===== config.mk =====
export PLATFORM = sky130hd
export DESIGN_NAME = byte_lane_sizer
export DESIGN_NICKNAME = d
export VERILOG_FILES = /design/src/rtl/byte_lane_sizer_pkg.sv /design/src/rtl/byte_strobe_timer.sv /design/src/rtl/byte_lane_sizer.sv
export SDC_FILE = /design/constraint.sdc
export NUM_CORES = 1
export LEC_CHECK = 0
export ABC_AREA = 1
export CORE_ASPECT_RATIO = 1.4
export CORE_MARGIN = 2
export CORE_UTILIZATION = 43
export CTS_BUF_LIST = sky130_fd_sc_hd__clkbuf_2 sky130_fd_sc_hd__clkbuf_4 sky130_fd_sc_hd__clkbuf_8
export DETAILED_ROUTE_END_ITERATION = 12
export PLACE_DENSITY = 0.8
export SYNTH_ARGS = -nofsm -noshare
export SYNTH_HDL_FRONTEND = slang
export SYNTH_SLANG_ARGS = --single-unit

===== constraint.sdc =====
create_clock -name clk -period 2.95 [get_ports clk]
set_clock_uncertainty 0.15 [all_clocks]
set_input_delay 0.59 -clock clk [delete_from_list [all_inputs] [get_ports clk]]
set_output_delay 0.59 -clock clk [all_outputs]
set_load 0.02 [all_outputs]

===== src/rtl/byte_lane_sizer_pkg.sv =====
// Shared definitions for the byte-lane sizer: 68040 SIZ codes, FSM states
// and the transfer-length helpers.
package byte_lane_sizer_pkg;

    typedef enum logic [1:0] {
        SIZ_LONG = 2'b00,
        SIZ_BYTE = 2'b01,
        SIZ_WORD = 2'b10,
        SIZ_LINE = 2'b11
    } siz_e;

    typedef enum logic [2:0] {
        ST_IDLE,
        ST_WFETCH,
        ST_SETUP,
        ST_STROBE,
        ST_RECOVER,
        ST_BEAT,
        ST_ERR
    } state_e;

    function automatic logic [4:0] byte_count(input siz_e siz);
        case (siz)
            SIZ_BYTE: return 5'd1;
            SIZ_WORD: return 5'd2;
            SIZ_LONG: return 5'd4;
            default:  return 5'd16;
        endcase
    endfunction

    function automatic logic misaligned(input siz_e siz, input logic [1:0] addr_lo);
        case (siz)
            SIZ_BYTE: return 1'b0;
            SIZ_WORD: return addr_lo[0];
            default:  return (addr_lo != 2'b00);
        endcase
    endfunction

endpackage


===== src/rtl/byte_strobe_timer.sv =====
// Down-counter that holds a device strobe for WAIT_CYCLES cycles; expire marks
// the final strobe cycle.
module byte_strobe_timer #(
    parameter int WAIT_CYCLES = 5
) (
    input  logic clk,
    input  logic rst,
    input  logic load,
    input  logic en,
    output logic expire
);

    localparam logic [3:0] LOAD_VAL = 4'(WAIT_CYCLES - 1);

    logic [3:0] count_reg;

    always_ff @(posedge clk) begin
        if (rst) begin
            count_reg <= 4'd0;
        end else if (load) begin
            count_reg <= LOAD_VAL;
        end else if (en && (count_reg != 4'd0)) begin
            count_reg <= count_reg - 4'd1;
        end
    end

    assign expire = en && (count_reg == 4'd0);

endmodule


===== src/rtl/byte_lane_sizer.sv =====
// Breaks byte/word/long/line transfers into byte accesses on an 8-bit
// peripheral bus and returns each assembled 32-bit beat upstream.
module byte_lane_sizer
    import byte_lane_sizer_pkg::*;
#(
    parameter int ADDR_W      = 24,
    parameter int WAIT_CYCLES = 5
) (
    input  logic              clk,
    input  logic              rst,
    input  logic              req_valid,
    output logic              req_ready,
    input  logic [ADDR_W-1:0] req_addr,
    input  logic [1:0]        req_siz,
    input  logic              req_rw,
    input  logic [31:0]       req_wdata,
    input  logic              wdata_valid,
    output logic              wdata_ready,
    output logic              rsp_valid,
    output logic [31:0]       rsp_data,
    output logic              rsp_last,
    output logic              rsp_err,
    output logic [ADDR_W-1:0] dev_addr,
    output logic              dev_cs,
    output logic              dev_rd,
    output logic              dev_wr,
    output logic [7:0]        dev_wdata,
    input  logic [7:0]        dev_rdata
);

    state_e            state_reg, state_next;
    logic [ADDR_W-1:0] addr_reg;
    siz_e              siz_reg;
    logic              rw_reg;
    logic [31:0]       wdata_reg;
    logic [31:0]       acc_reg;
    logic [31:0]       rsp_data_reg;
    logic [1:0]        byte_cnt_reg;
    logic [1:0]        long_cnt_reg;

    logic [4:0] total_bytes;
    logic [2:0] long_bytes;
    logic       last_byte;
    logic       last_long;
    logic [1:0] lane;
    logic [1:0] line_long;
    logic [4:0] lane_shift;
    logic       timer_load;
    logic       timer_en;
    logic       strobe_expire;

    assign total_bytes = byte_count(siz_reg);
    assign long_bytes  = (total_bytes > 5'd4) ? 3'd4 : total_bytes[2:0];
    assign last_byte   = ({1'b0, byte_cnt_reg} == (long_bytes - 3'd1));
    assign last_long   = !total_bytes[4] || (long_cnt_reg == 2'd3);

    // Big-endian lanes: offset k within the long lives at bit 8*(3-k).
    assign lane       = addr_reg[1:0] + byte_cnt_reg;
    assign line_long  = addr_reg[3:2] + long_cnt_reg;
    assign lane_shift = {~lane, 3'b000};

    assign timer_load = (state_reg == ST_SETUP);
    assign timer_en   = (state_reg == ST_STROBE);

    byte_strobe_timer #(
        .WAIT_CYCLES(WAIT_CYCLES)
    ) u_strobe_timer (
        .clk   (clk),
        .rst   (rst),
        .load  (timer_load),
        .en    (timer_en),
        .expire(strobe_expire)
    );

    always_ff @(posedge clk) begin
        if (rst) begin
            state_reg <= ST_IDLE;
        end else begin
            state_reg <= state_next;
        end
    end

    always_comb begin
        state_next = state_reg;
        case (state_reg)
            ST_IDLE: begin
                if (req_valid) begin
                    state_next = misaligned(siz_e'(req_siz), req_addr[1:0]) ? ST_ERR : ST_SETUP;
                end
            end
            ST_WFETCH:  if (wdata_valid) state_next = ST_SETUP;
            ST_SETUP:   state_next = ST_STROBE;
            ST_STROBE:  if (strobe_expire) state_next = ST_RECOVER;
            ST_RECOVER: state_next = last_byte ? ST_BEAT : ST_SETUP;
            ST_BEAT: begin
                if (last_long) begin
                    state_next = ST_IDLE;
                end else begin
                    state_next = rw_reg ? ST_SETUP : ST_WFETCH;
                end
            end
            default:    state_next = ST_IDLE;
        endcase
    end

    always_ff @(posedge clk) begin
        if (rst) begin
            addr_reg     <= '0;
            siz_reg      <= SIZ_LONG;
            rw_reg       <= 1'b0;
            wdata_reg    <= 32'd0;
            acc_reg      <= 32'd0;
            rsp_data_reg <= 32'd0;
            byte_cnt_reg <= 2'd0;
            long_cnt_reg <= 2'd0;
        end else begin
            case (state_reg)
                ST_IDLE: begin
                    if (req_valid) begin
                        addr_reg     <= req_addr;
                        siz_reg      <= siz_e'(req_siz);
                        rw_reg       <= req_rw;
                        wdata_reg    <= req_wdata;
                        acc_reg      <= 32'd0;
                        byte_cnt_reg <= 2'd0;
                        long_cnt_reg <= 2'd0;
                    end
                end
                ST_WFETCH: begin
                    if (wdata_valid) wdata_reg <= req_wdata;
                end
                ST_STROBE: begin
                    if (strobe_expire && rw_reg) acc_reg[lane_shift +: 8] <= dev_rdata;
                end
                ST_RECOVER: begin
                    if (last_byte) begin
                        byte_cnt_reg <= 2'd0;
                        rsp_data_reg <= rw_reg ? acc_reg : 32'd0;
                    end else begin
                        byte_cnt_reg <= byte_cnt_reg + 2'd1;
                    end
                end
                ST_BEAT: begin
                    if (!last_long) begin
                        long_cnt_reg <= long_cnt_reg + 2'd1;
                        acc_reg      <= 32'd0;
                    end
                end
                default: ;
            endcase
        end
    end

    assign req_ready   = (state_reg == ST_IDLE);
    assign wdata_ready = (state_reg == ST_WFETCH);
    assign rsp_valid   = (state_reg == ST_BEAT) || (state_reg == ST_ERR);
    assign rsp_err     = (state_reg == ST_ERR);
    assign rsp_last    = (state_reg == ST_ERR) || ((state_reg == ST_BEAT) && last_long);
    assign rsp_data    = rsp_data_reg;

    // Line accesses wrap inside the 16-byte line; upper address bits are fixed.
    assign dev_addr  = {addr_reg[ADDR_W-1:4], line_long, lane};
    assign dev_cs    = (state_reg == ST_SETUP) || (state_reg == ST_STROBE);
    assign dev_rd    = (state_reg == ST_STROBE) && rw_reg;
    assign dev_wr    = (state_reg == ST_STROBE) && !rw_reg;
    assign dev_wdata = rw_reg ? 8'h00 : wdata_reg[lane_shift +: 8];

endmodule

==> metrics, run 1 <==
Area contributors post-synth=dfxtp_1 41%, nor2_1 11%, nand2_1 9.3%, inv_1 5.8%, nand3_1 5.4%; Site Rows=53; Overall Global Routing Usage=0.195; Post-Place Worst Slack=0.284 ns; sequential cell area fraction in the yosys report=0.412; share of cells above drive strength 1=0.0757; Clock Latency Late Sink=0.43 ns; diode count=0; Async SR Flop Fraction=0; global-route wire length before repair=25300 um; Worst Path Max Fanout=16; switching share of power=0.400; worst min-delay path category=reg2reg; syn_nets=1011; I/O Buffers=142; vias in the first global route=5485; quantity of hold-fixing buffers added after cts=0; Comb pwr share=0.421; TNS Setup=0 ns; # clock sinks=134; IO Pins=143; core area=14900 um2; RSZ-0062 raised after global routing=false; switching power=3.02 mW; CP most frequent cell=nand2_1; Tcrit/Tclk final=0.960; critical path cell sequence=ha_2 -> buf_8 -> mux2i_1 -> nand2_1 -> nand2_1 -> nor2_1 -> dlygate4sd2_1; Seq cells post-synth=134; Post-synth EDFFs=0; max cap viols=0; slowest library cell on the worst path=ha_2; antenna violations before repair=0; H-tree Lvls=4; DIE AREA=16200 um2; total congestion overflow=0; die height=150 um; final hold violation count=0; simple-gate share of the synthesized area=0.324; most common cell after layout, fill and taps aside=nor2_1; multiplexer share of the synthesized area=0.0123; part of the power in registers=0.343; relative slew slack=0.458; Max stage delay on crit path=0.39 ns; startpoint types=register; TritonCTS Buffers=17; Setup crit end kind=output port; Die Width=108 um; GPL Wtd Cong=0.928; Clock power frac=0.236; Crit Path Class=reg2out; DR pass1 iterations=5; Slew @ Worst Pin=0.812 ns; synthesized area per cell=7.03 um2; Final Max Slew Viols=0; CP required=2.21 ns; Adder-Cell Fraction of Synth Area=0.0250; Tmin final=2.83 ns; Synth Cell Area=6520 um2; family with the most delay on the worst path=buffers and inverters; final WL=15300 um; Antenna Violating Nets Remaining=0; largest family of logic cells by synthesized area=simple AND/OR/NAND/NOR gates; Synth Area in Compound Gates=0.0868; main flop type after synthesis=dfxtp_1; Post-CTS Setup Bufs=0; pin count of the biggest net entering global routing=54; Iter 0 DRT Violations=184; cell area after layout=8300 um2; WP buf/inv=2; final setup margin=0.119 ns; power per cell area=909 nW/um2; Worst VDD drop=0.543 mV; Nets=1114; Yosys top cell by area=dfxtp_1; clk slew on worst S/H paths=0.08 ns; Initial Util=0.437; final setup vio count=0; CTS tree=yes; top-area cell type share of the netlist area=0.412; Post-Synthesis Cells=927; placed wire-length estimate=11100 um; Root Buffer=clkbuf_8; Fmax=353 MHz; most frequent cells in the layout=188 x nor2_1, 162 x nand2_1, 133 x dfxtp_1, 133 x clkdlybuf4s50_1, 100 x inv_1; XOR/XNOR share of the synthesized area=0.0106; P_int=4.53 mW; # fillers=1473; Yosys cell types=36; via/cell ratio=4.79; area delta synth->final=27.4%; status=complete, no violations; Yosys Warn Count=0; Post-DP Area=7830 um2; Clock Path Buffers=2; Worst EP arrival=2.09 ns; Avg WL per Cell=12.4 um; routed vias=5910; DRC violations left=0; hold_ws=0.313 ns; Leak Pwr=3.69 nW
[worst reg2reg max path, delay by kind of cell, from the launching register on]
kind	cells	cell delay, ns
and+or+nand+nor	6	0.89
adders and majority gates	2	0.52
xor gates and xnor gates	2	0.38
DFF	1	0.37
buffers and inverters	2	0.30
[power groups by stage]
stage          logic (mW)  clock network, mW  registers, mW
2_1_floorplan        2.52                  0           2.55
3_3_place_gp         3.18                  0           2.61
3_5_place_dp         3.22                  0           2.62
4_1_cts              3.19               1.82           2.59
5_1_grt              3.65               1.90           2.64
6_report             3.18               1.78           2.59
[timing repair]
action,4_1_cts,5_1_grt
setup endpoints to repair,9,10
hold endpoints to repair,0,0
cloned,0,0
gates resized for setup,10,8
[cells in the mapped netlist, types with 10 or more instances]
master	number
buf_6	10
a21oi_1	42
buf_4	22
nand3_1	70
clkbuf_1	24
nor2_1	188
nand2_1	162
buf_2	12
dfxtp_1	134
ha_1	13
o21ai_0	61
inv_1	101
nand4_1	32
[path summary, 6_finish.rpt]
check | start | endpoint | slack (ns) | cells after the start
worst max register to register | byte_cnt_reg[0] | acc_reg[16] | 0.28 | 12
worst min register to register | rsp_data[1] | rsp_data[1] | 0.31 | 2
worst min-delay path | rsp_data[1] | rsp_data[1] | 0.31 | 2
worst max-delay path | byte_cnt_reg[0] | dev_wdata[0] | 0.12 | 7
[area by class of cell]
type | instances | area, um2 | share of cell area
Multi-Input combinational cell | 615 | 3000 | 0.361
Tap cell | 192 | 240 | 0.0289
Clock inverter | 12 | 199 | 0.0240
Inverter | 108 | 409 | 0.0493
Clock buffer | 20 | 269 | 0.0324
Timing Repair Buffer | 154 | 1510 | 0.182
Sequential cell | 134 | 2680 | 0.323
[metrics by stage]
step / power, mW / util / cells
CTS: 7.60 / 0.556 / 1235
detailed placement: 5.84 / 0.525 / 1203
finish: 7.55 / 0.557 / 1235
floorplan: 5.06 / - / 927
global route: 8.19 / 0.557 / 1235
global placement: 5.78 / 0.525 / 1203
[kinds of logic after synthesis]
group	count (synthesis)
buf+inv	178
compound gates	111
simple gates	476
mux	8
xor+xnor	7
flops	134
fa+ha+maj	13
[routing by layer]
| layer | global-route usage | wire length, um | vias up | share of wire |
|---|---|---|---|---|
| li1 | - | - | 3113 | - |
| met1 | 0.225 | 6250 | 2630 | 0.41 |
| met2 | 0.347 | 7990 | 136 | 0.52 |
| met3 | 0.0453 | 718 | 31 | 0.047 |
| met4 | 0.0782 | 335 | 0 | 0.022 |
| met5 | 0 | 0 | - | 0 |
No activity file was read; power rests on OpenSTA's default activity.
==> run 2, diff against run 1 <==
Settings changed: PLACE_DENSITY 0.8 to 0.79, SYNTH_HIERARCHICAL set to 1.
==> run 2 against run 1 <==
Net effect: critical path depth down 2; flip-flop and latch count did not move; maximum frequency is 0.69% lower; first-iteration DRC count up 77%; clock power fell by 23%; largest power group unchanged.
==> metrics, run 2 <==
vias in the first global route=6105 (was 5485); Post-Synthesis Cells=1017 (was 927); Crit Path Class=reg2out (unchanged); Yosys top cell by area=dfxtp_1 (unchanged); Fmax=351 MHz (was 353 MHz); worst min-delay path category=reg2reg (unchanged); hold wc startpoint=wdata_reg[23] (was rsp_data[1]); top-area cell type share of the netlist area=0.399 (was 0.412); final setup margin=0.0994 ns (was 0.119 ns); switching share of power=0.436 (was 0.400); main flop type after synthesis=dfxtp_1 (unchanged); DRC violations left=0 (unchanged); startpoint types=register (unchanged); Overall Global Routing Usage=0.200 (was 0.195); Initial Util=0.436 (was 0.437); Yosys cell types=27 (was 36); Worst Path Max Fanout=9 (was 16); Post-synth EDFFs=0 (unchanged); quantity of hold-fixing buffers added after cts=0 (unchanged); part of the power in registers=0.336 (was 0.343); pin count of the biggest net entering global routing=65 (was 54); Worst R2R Start=byte_cnt_reg[0] (unchanged); antenna violations before repair=0 (unchanged); GPL Wtd Cong=0.887 (was 0.928); Synth Cell Area=6720 um2 (was 6520 um2); synthesized area per cell=6.60 um2 (was 7.03 um2); # clock sinks=134 (unchanged); diode count=0 (unchanged); Clock Path Buffers=2 (unchanged); H-tree Lvls=4 (unchanged); Comb pwr share=0.483 (was 0.421); XOR/XNOR share of the synthesized area=0.00783 (was 0.0106); # fillers=1518 (was 1473); most frequent cells in the layout=192 x inv_1, 161 x nand2_1, 149 x nor2_1, 133 x dfxtp_1, 133 x clkdlybuf4s50_1 (was 188 x nor2_1, 162 x nand2_1, 133 x dfxtp_1, 133 x clkdlybuf4s50_1, 100 x inv_1); Post-Place Worst Slack=0.258 ns (was 0.284 ns); Area contributors post-synth=dfxtp_1 40%, inv_1 11%, nand2_1 9.0%, nor2_1 8.3%, a21oi_1 5.7% (was dfxtp_1 41%, nor2_1 11%, nand2_1 9.3%, inv_1 5.8%, nand3_1 5.4%); most common cell after layout, fill and taps aside=inv_1 (was nor2_1); sequential cell area fraction in the yosys report=0.399 (was 0.412); placed wire-length estimate=11200 um (was 11100 um); Tmin final=2.85 ns (was 2.83 ns); most frequent cell after synthesis=inv_1 (was nor2_1); Tcrit/Tclk final=0.966 (was 0.960); Synth Area in Compound Gates=0.114 (was 0.0868); Site Rows=54 (was 53); Worst VDD drop=0.571 mV (was 0.543 mV); Slew @ Worst Pin=0.617 ns (was 0.812 ns); area delta synth->final=26.5% (was 27.4%); Nets=1204 (was 1114); crit path from=state_reg[1] (was byte_cnt_reg[0]); top cells by count, synth=193 x inv_1, 161 x nand2_1, 149 x nor2_1, 134 x dfxtp_1, 77 x a21oi_1 (was 188 x nor2_1, 162 x nand2_1, 134 x dfxtp_1, 101 x inv_1, 70 x nand3_1); syn_nets=1101 (was 1011); Yosys Warn Count=6 (was 0); TritonCTS Buffers=17 (unchanged); Worst EP arrival=2.11 ns (was 2.09 ns); IO Pins=143 (unchanged); clk slew on worst S/H paths=0.07 ns (was 0.08 ns); CP required=2.21 ns (about the same); routed vias=6250 (was 5910); Clock power frac=0.181 (was 0.236); die height=152 um (was 150 um); total congestion overflow=0 (unchanged); I/O Buffers=142 (unchanged); Storage cell area=2680 um2 (unchanged); core area=15400 um2 (was 14900 um2); Setup crit end kind=output port (unchanged); multi-input logic area=2850 um2 (was 3000 um2); relative slew slack=0.587 (was 0.458); final setup vio count=0 (unchanged); CTS tree=yes (unchanged); Avg WL per Cell=11.9 um (was 12.4 um); TNS Setup=0 ns (unchanged); Root Buffer=clkbuf_8 (unchanged); Seq cells post-synth=134 (unchanged); power per cell area=891 nW/um2 (was 909 nW/um2); global-route wire length before repair=26700 um (was 25300 um); P_int=4.26 mW (was 4.53 mW); Adder-Cell Fraction of Synth Area=0.0242 (was 0.0250); simple-gate share of the synthesized area=0.278 (was 0.324); Leak Pwr=3.94 nW (was 3.69 nW); RSZ-0062 raised after global routing=false (unchanged); switching power=3.30 mW (was 3.02 mW); final WL=15800 um (was 15300 um); share of cells above drive strength 1=0.0707 (was 0.0757); Clock Latency Late Sink=0.44 ns (was 0.43 ns); DIE AREA=16600 um2 (was 16200 um2); Die Width=110 um (was 108 um); multiplexer share of the synthesized area=0 (was 0.0123); status=complete, no violations (unchanged); Iter 0 DRT Violations=325 (was 184); final hold violation count=0 (unchanged); max cap viols=0 (unchanged); DR pass1 iterations=4 (was 5); Final Max Slew Viols=0 (unchanged); via/cell ratio=4.71 (was 4.79); largest family of logic cells by synthesized area=simple AND/OR/NAND/NOR gates (unchanged); Async SR Flop Fraction=0 (unchanged); Antenna Violating Nets Remaining=0 (unchanged)
run 2: cell count changes after synthesis, sizes merged, moves of 4 or more:
cell,previous run,this run
a21oi,42,77
nor3,3,37
nor2,195,152
nand4,32,44
nand2,168,164
inv,107,206
mux2i,8,0
nand3,77,32
o21ai,65,73
buf,45,51
run 2: power by group through the flow:
stage / Combinational [mW] / Sequential (mW) / Clock [mW]
2_1_floorplan: 2.77 / 2.51 / 0
3_3_place_gp: 3.64 / 2.56 / 0
3_5_place_dp: 3.70 / 2.57 / 0
4_1_cts: 3.65 / 2.54 / 1.40
5_1_grt: 4.17 / 2.60 / 1.48
6_report: 3.66 / 2.54 / 1.37
run 2: worst max-delay path, stage by stage, from the launching register on:
cell	delay [ns]
dfxtp_1	0.51
nand2_1	0.12
nor2_1	0.20
inv_1	0.08
o21ai_0	0.10
clkdlybuf4s50_1	0.66
run 2: logic make-up after synthesis:
kind of cell | count (synthesis)
AO/OA/AOI/OAI | 152
buffers and inverters | 282
flip-flops | 134
adder cells (fa/ha/maj) | 13
XOR/XNOR | 6
AND/OR/NAND/NOR | 430
run 2: path summary, 6_finish.rpt:
check | cells after the start | end | slack (ns)
max | 5 | rsp_last | 0.1
min | 2 | wdata_reg[23] | 0.30
max reg2reg | 12 | acc_reg[14] | 0.36
min reg2reg | 2 | wdata_reg[23] | 0.30
run 2: area by class of cell:
type / instances / area share
repair buffers: 160 / 0.186
flip-flops and latches: 134 / 0.316
clock inverters: 11 / 0.00914
inverters: 206 / 0.0911
well taps: 196 / 0.0289
multi-input cells: 601 / 0.336
clock buffers: 20 / 0.0324
run 2: what timing repair did:
item	CTS	global route
endpoints found under the setup margin	9	9
resized for setup	9	9
pin swaps	0	0
buffers inserted	0	2
gates cloned	0	0
run 2: stage by stage:
step | utilization | hold WS, ns | total power [mW] | instance area [um2] | std cells
after detailed placement | 0.528 | 0.288 | 6.27 | 8130 | 1295
after floorplan | - | 0.274 | 5.27 | 6720 | 1017
after global placement | 0.528 | 0.283 | 6.19 | 8130 | 1295
after global routing | 0.551 | 0.312 | 8.26 | 8490 | 1328
after CTS | 0.550 | 0.300 | 7.59 | 8480 | 1326
final | 0.551 | 0.299 | 7.56 | 8490 | 1328
run 2: routing by layer:
metal,track usage,wire (um)
met1,0.209,6330
met2,0.356,8120
met3,0.0463,638
met4,0.111,679
met5,0,0
==> run 3, diff against run 2 <==
--- a/constraint.sdc
+++ b/constraint.sdc
@@ -4,2 +4,2 @@
 set_output_delay 0.59 -clock clk [all_outputs]
-set_load 0.02 [all_outputs]
+set_load 0.01 [all_outputs]
==> run 3 against run 2 <==
Net effect: sequential power about the same; largest power group unchanged; worst hold slack about the same; global-route usage decreased by 0.73 points; register-to-register slack about the same; via count decreased by 0.90%; total power decreased by 0.75%; wire length decreased by 1.6%.
==> metrics, run 3 (synthesized netlist as in run 2, its figures left out) <==
status=complete, no violations (unchanged); M1 WL=6260 um (was 6330 um); DRC violations left=0 (unchanged); pin count of the biggest net entering global routing=84 (was 65); relative slew slack=0.580 (was 0.587); H-tree Lvls=4 (unchanged); quantity of hold-fixing buffers added after cts=0 (unchanged); DIE AREA=16600 um2 (unchanged); Tmin final=2.81 ns (was 2.85 ns); Fmax=356 MHz (was 351 MHz); met3 routed WL=638 um (unchanged); Worst EP arrival=2.07 ns (was 2.11 ns); Worst VDD drop=0.529 mV (was 0.571 mV); # fillers=1534 (was 1518); global-route wire length before repair=25600 um (was 26700 um); GPL Wtd Cong=0.902 (was 0.887); placed insts=1292 (was 1295); Final Max Slew Viols=0 (unchanged); # clock sinks=134 (unchanged); worst min-delay path category=reg2reg (unchanged); clk slew on worst S/H paths=0.08 ns (was 0.07 ns); final WL=15500 um (was 15800 um); TritonCTS Buffers=17 (unchanged); RSZ-0062 raised after global routing=false (unchanged); CTS tree=yes (unchanged); Overall Global Routing Usage=0.192 (was 0.200); DR pass1 iterations=4 (unchanged); final setup vio count=0 (unchanged); max cap viols=0 (unchanged); most common cell after layout, fill and taps aside=inv_1 (unchanged); Clock Path Buffers=2 (unchanged); IO Pins=143 (unchanged); total congestion overflow=0 (unchanged); Avg WL per Cell=11.7 um (was 11.9 um); Util after Layout=0.553 (was 0.551); Root Buffer=clkbuf_8 (unchanged); Nets=1200 (was 1204); most frequent cells in the layout=192 x inv_1, 161 x nand2_1, 149 x nor2_1, 134 x dfxtp_1, 133 x clkdlybuf4s50_1 (was 192 x inv_1, 161 x nand2_1, 149 x nor2_1, 133 x dfxtp_1, 133 x clkdlybuf4s50_1); Slew @ Worst Pin=0.628 ns (was 0.617 ns); TNS Setup=0 ns (unchanged); antenna violations before repair=0 (unchanged); Site Rows=54 (unchanged); via/cell ratio=4.68 (was 4.71); placed wire-length estimate=11000 um (was 11200 um); Initial Util=0.436 (unchanged); vias in the first global route=5589 (was 6105); area delta synth->final=26.8% (was 26.5%); Worst Path Max Fanout=33 (was 9); core area=15400 um2 (unchanged); final hold violation count=0 (unchanged); Storage cell area=2680 um2 (about the same); top routing layer used=met4 (unchanged); diode count=0 (unchanged); Tcrit/Tclk final=0.952 (was 0.966); Clock Latency Late Sink=0.43 ns (was 0.44 ns); Setup crit end kind=output port (unchanged); startpoint types=register (unchanged); CP required=2.21 ns (about the same); Die Width=110 um (unchanged); Crit Path Class=reg2out (unchanged); Antenna Violating Nets Remaining=0 (unchanged); I/O Buffers=142 (unchanged); power per cell area=881 nW/um2 (was 891 nW/um2); metal2 WL=8170 um (was 8120 um); share of cells above drive strength 1=0.0656 (was 0.0707); routed vias=6194 (was 6250); Finished Layout Cells=1324 (was 1328); die height=152 um (unchanged); Iter 0 DRT Violations=248 (was 325); Leak Pwr=3.97 nW (was 3.94 nW); multi-input logic area=2860 um2 (was 2850 um2)
## run 3: cell types whose count changed in the layout (fill, tap and decap cells not counted), sizes merged
cell,change
buf,-4
bufinv,+2
clkbuf,-2
clkdlybuf4s15,-3
clkinv,+1
clkinvlp,-3
dlygate4sd2,+4
dlymetal6s2s,+1
## run 3: layer usage
metal,vias up,GRT usage
met1,2693,0.216
met3,33,0.0442
met5,-,0
met2,149,0.339
li1,3319,-
met4,0,0.0850
## run 3: worst paths after layout
kind	depth (start not counted)	end	slack, ns	start
setup / recovery	4	dev_addr[0]	0.14	byte_cnt_reg[0]
hold reg to reg	2	wdata_reg[18]	0.30	wdata_reg[18]
setup reg to reg	12	acc_reg[9]	0.37	byte_cnt_reg[0]
hold / removal	2	wdata_reg[18]	0.30	wdata_reg[18]
## run 3: through the flow
| stage | area (um2) | power (mW) | setup slack [ns] | hold slack, ns |
|---|---|---|---|---|
| 2_1_floorplan | 6720 | 5.09 | 0.0893 | 0.274 |
| 3_3_place_gp | 8110 | 6.00 | 0.365 | 0.282 |
| 3_5_place_dp | 8110 | 6.06 | 0.363 | 0.290 |
| 4_1_cts | 8510 | 7.57 | 0.00191 | 0.302 |
| 5_1_grt | 8520 | 8.18 | 0.0341 | 0.312 |
| 6_report | 8520 | 7.51 | 0.143 | 0.299 |
## run 3: report_power, final
part           switching (mW)  internal, mW  leakage, nW
Clock                   0.719         0.790        0.192
Combinational            2.15          1.31         2.68
Sequential              0.242          2.30         1.10
## run 3: cell type report
type,count,area share
Clock inverter,11,0.0150
Inverter,206,0.0908
Multi-Input combinational cell,601,0.336
Tap cell,196,0.0288
Sequential cell,134,0.315
Clock buffer,20,0.0308
Timing Repair Buffer,156,0.184
## run 3: worst max-delay path, cell delays in order (launching register included)
cell and delay, ns:
dfxtp_1 0.34, ha_1 0.31, buf_6 0.23, buf_6 0.19, clkdlybuf4s50_1 0.58
## run 3: repair_timing
action                                  CTS  global route
resized for setup                        11             2
endpoints found under the setup margin   10             2
pin swaps                                 0             0
setup buffers                             1             0
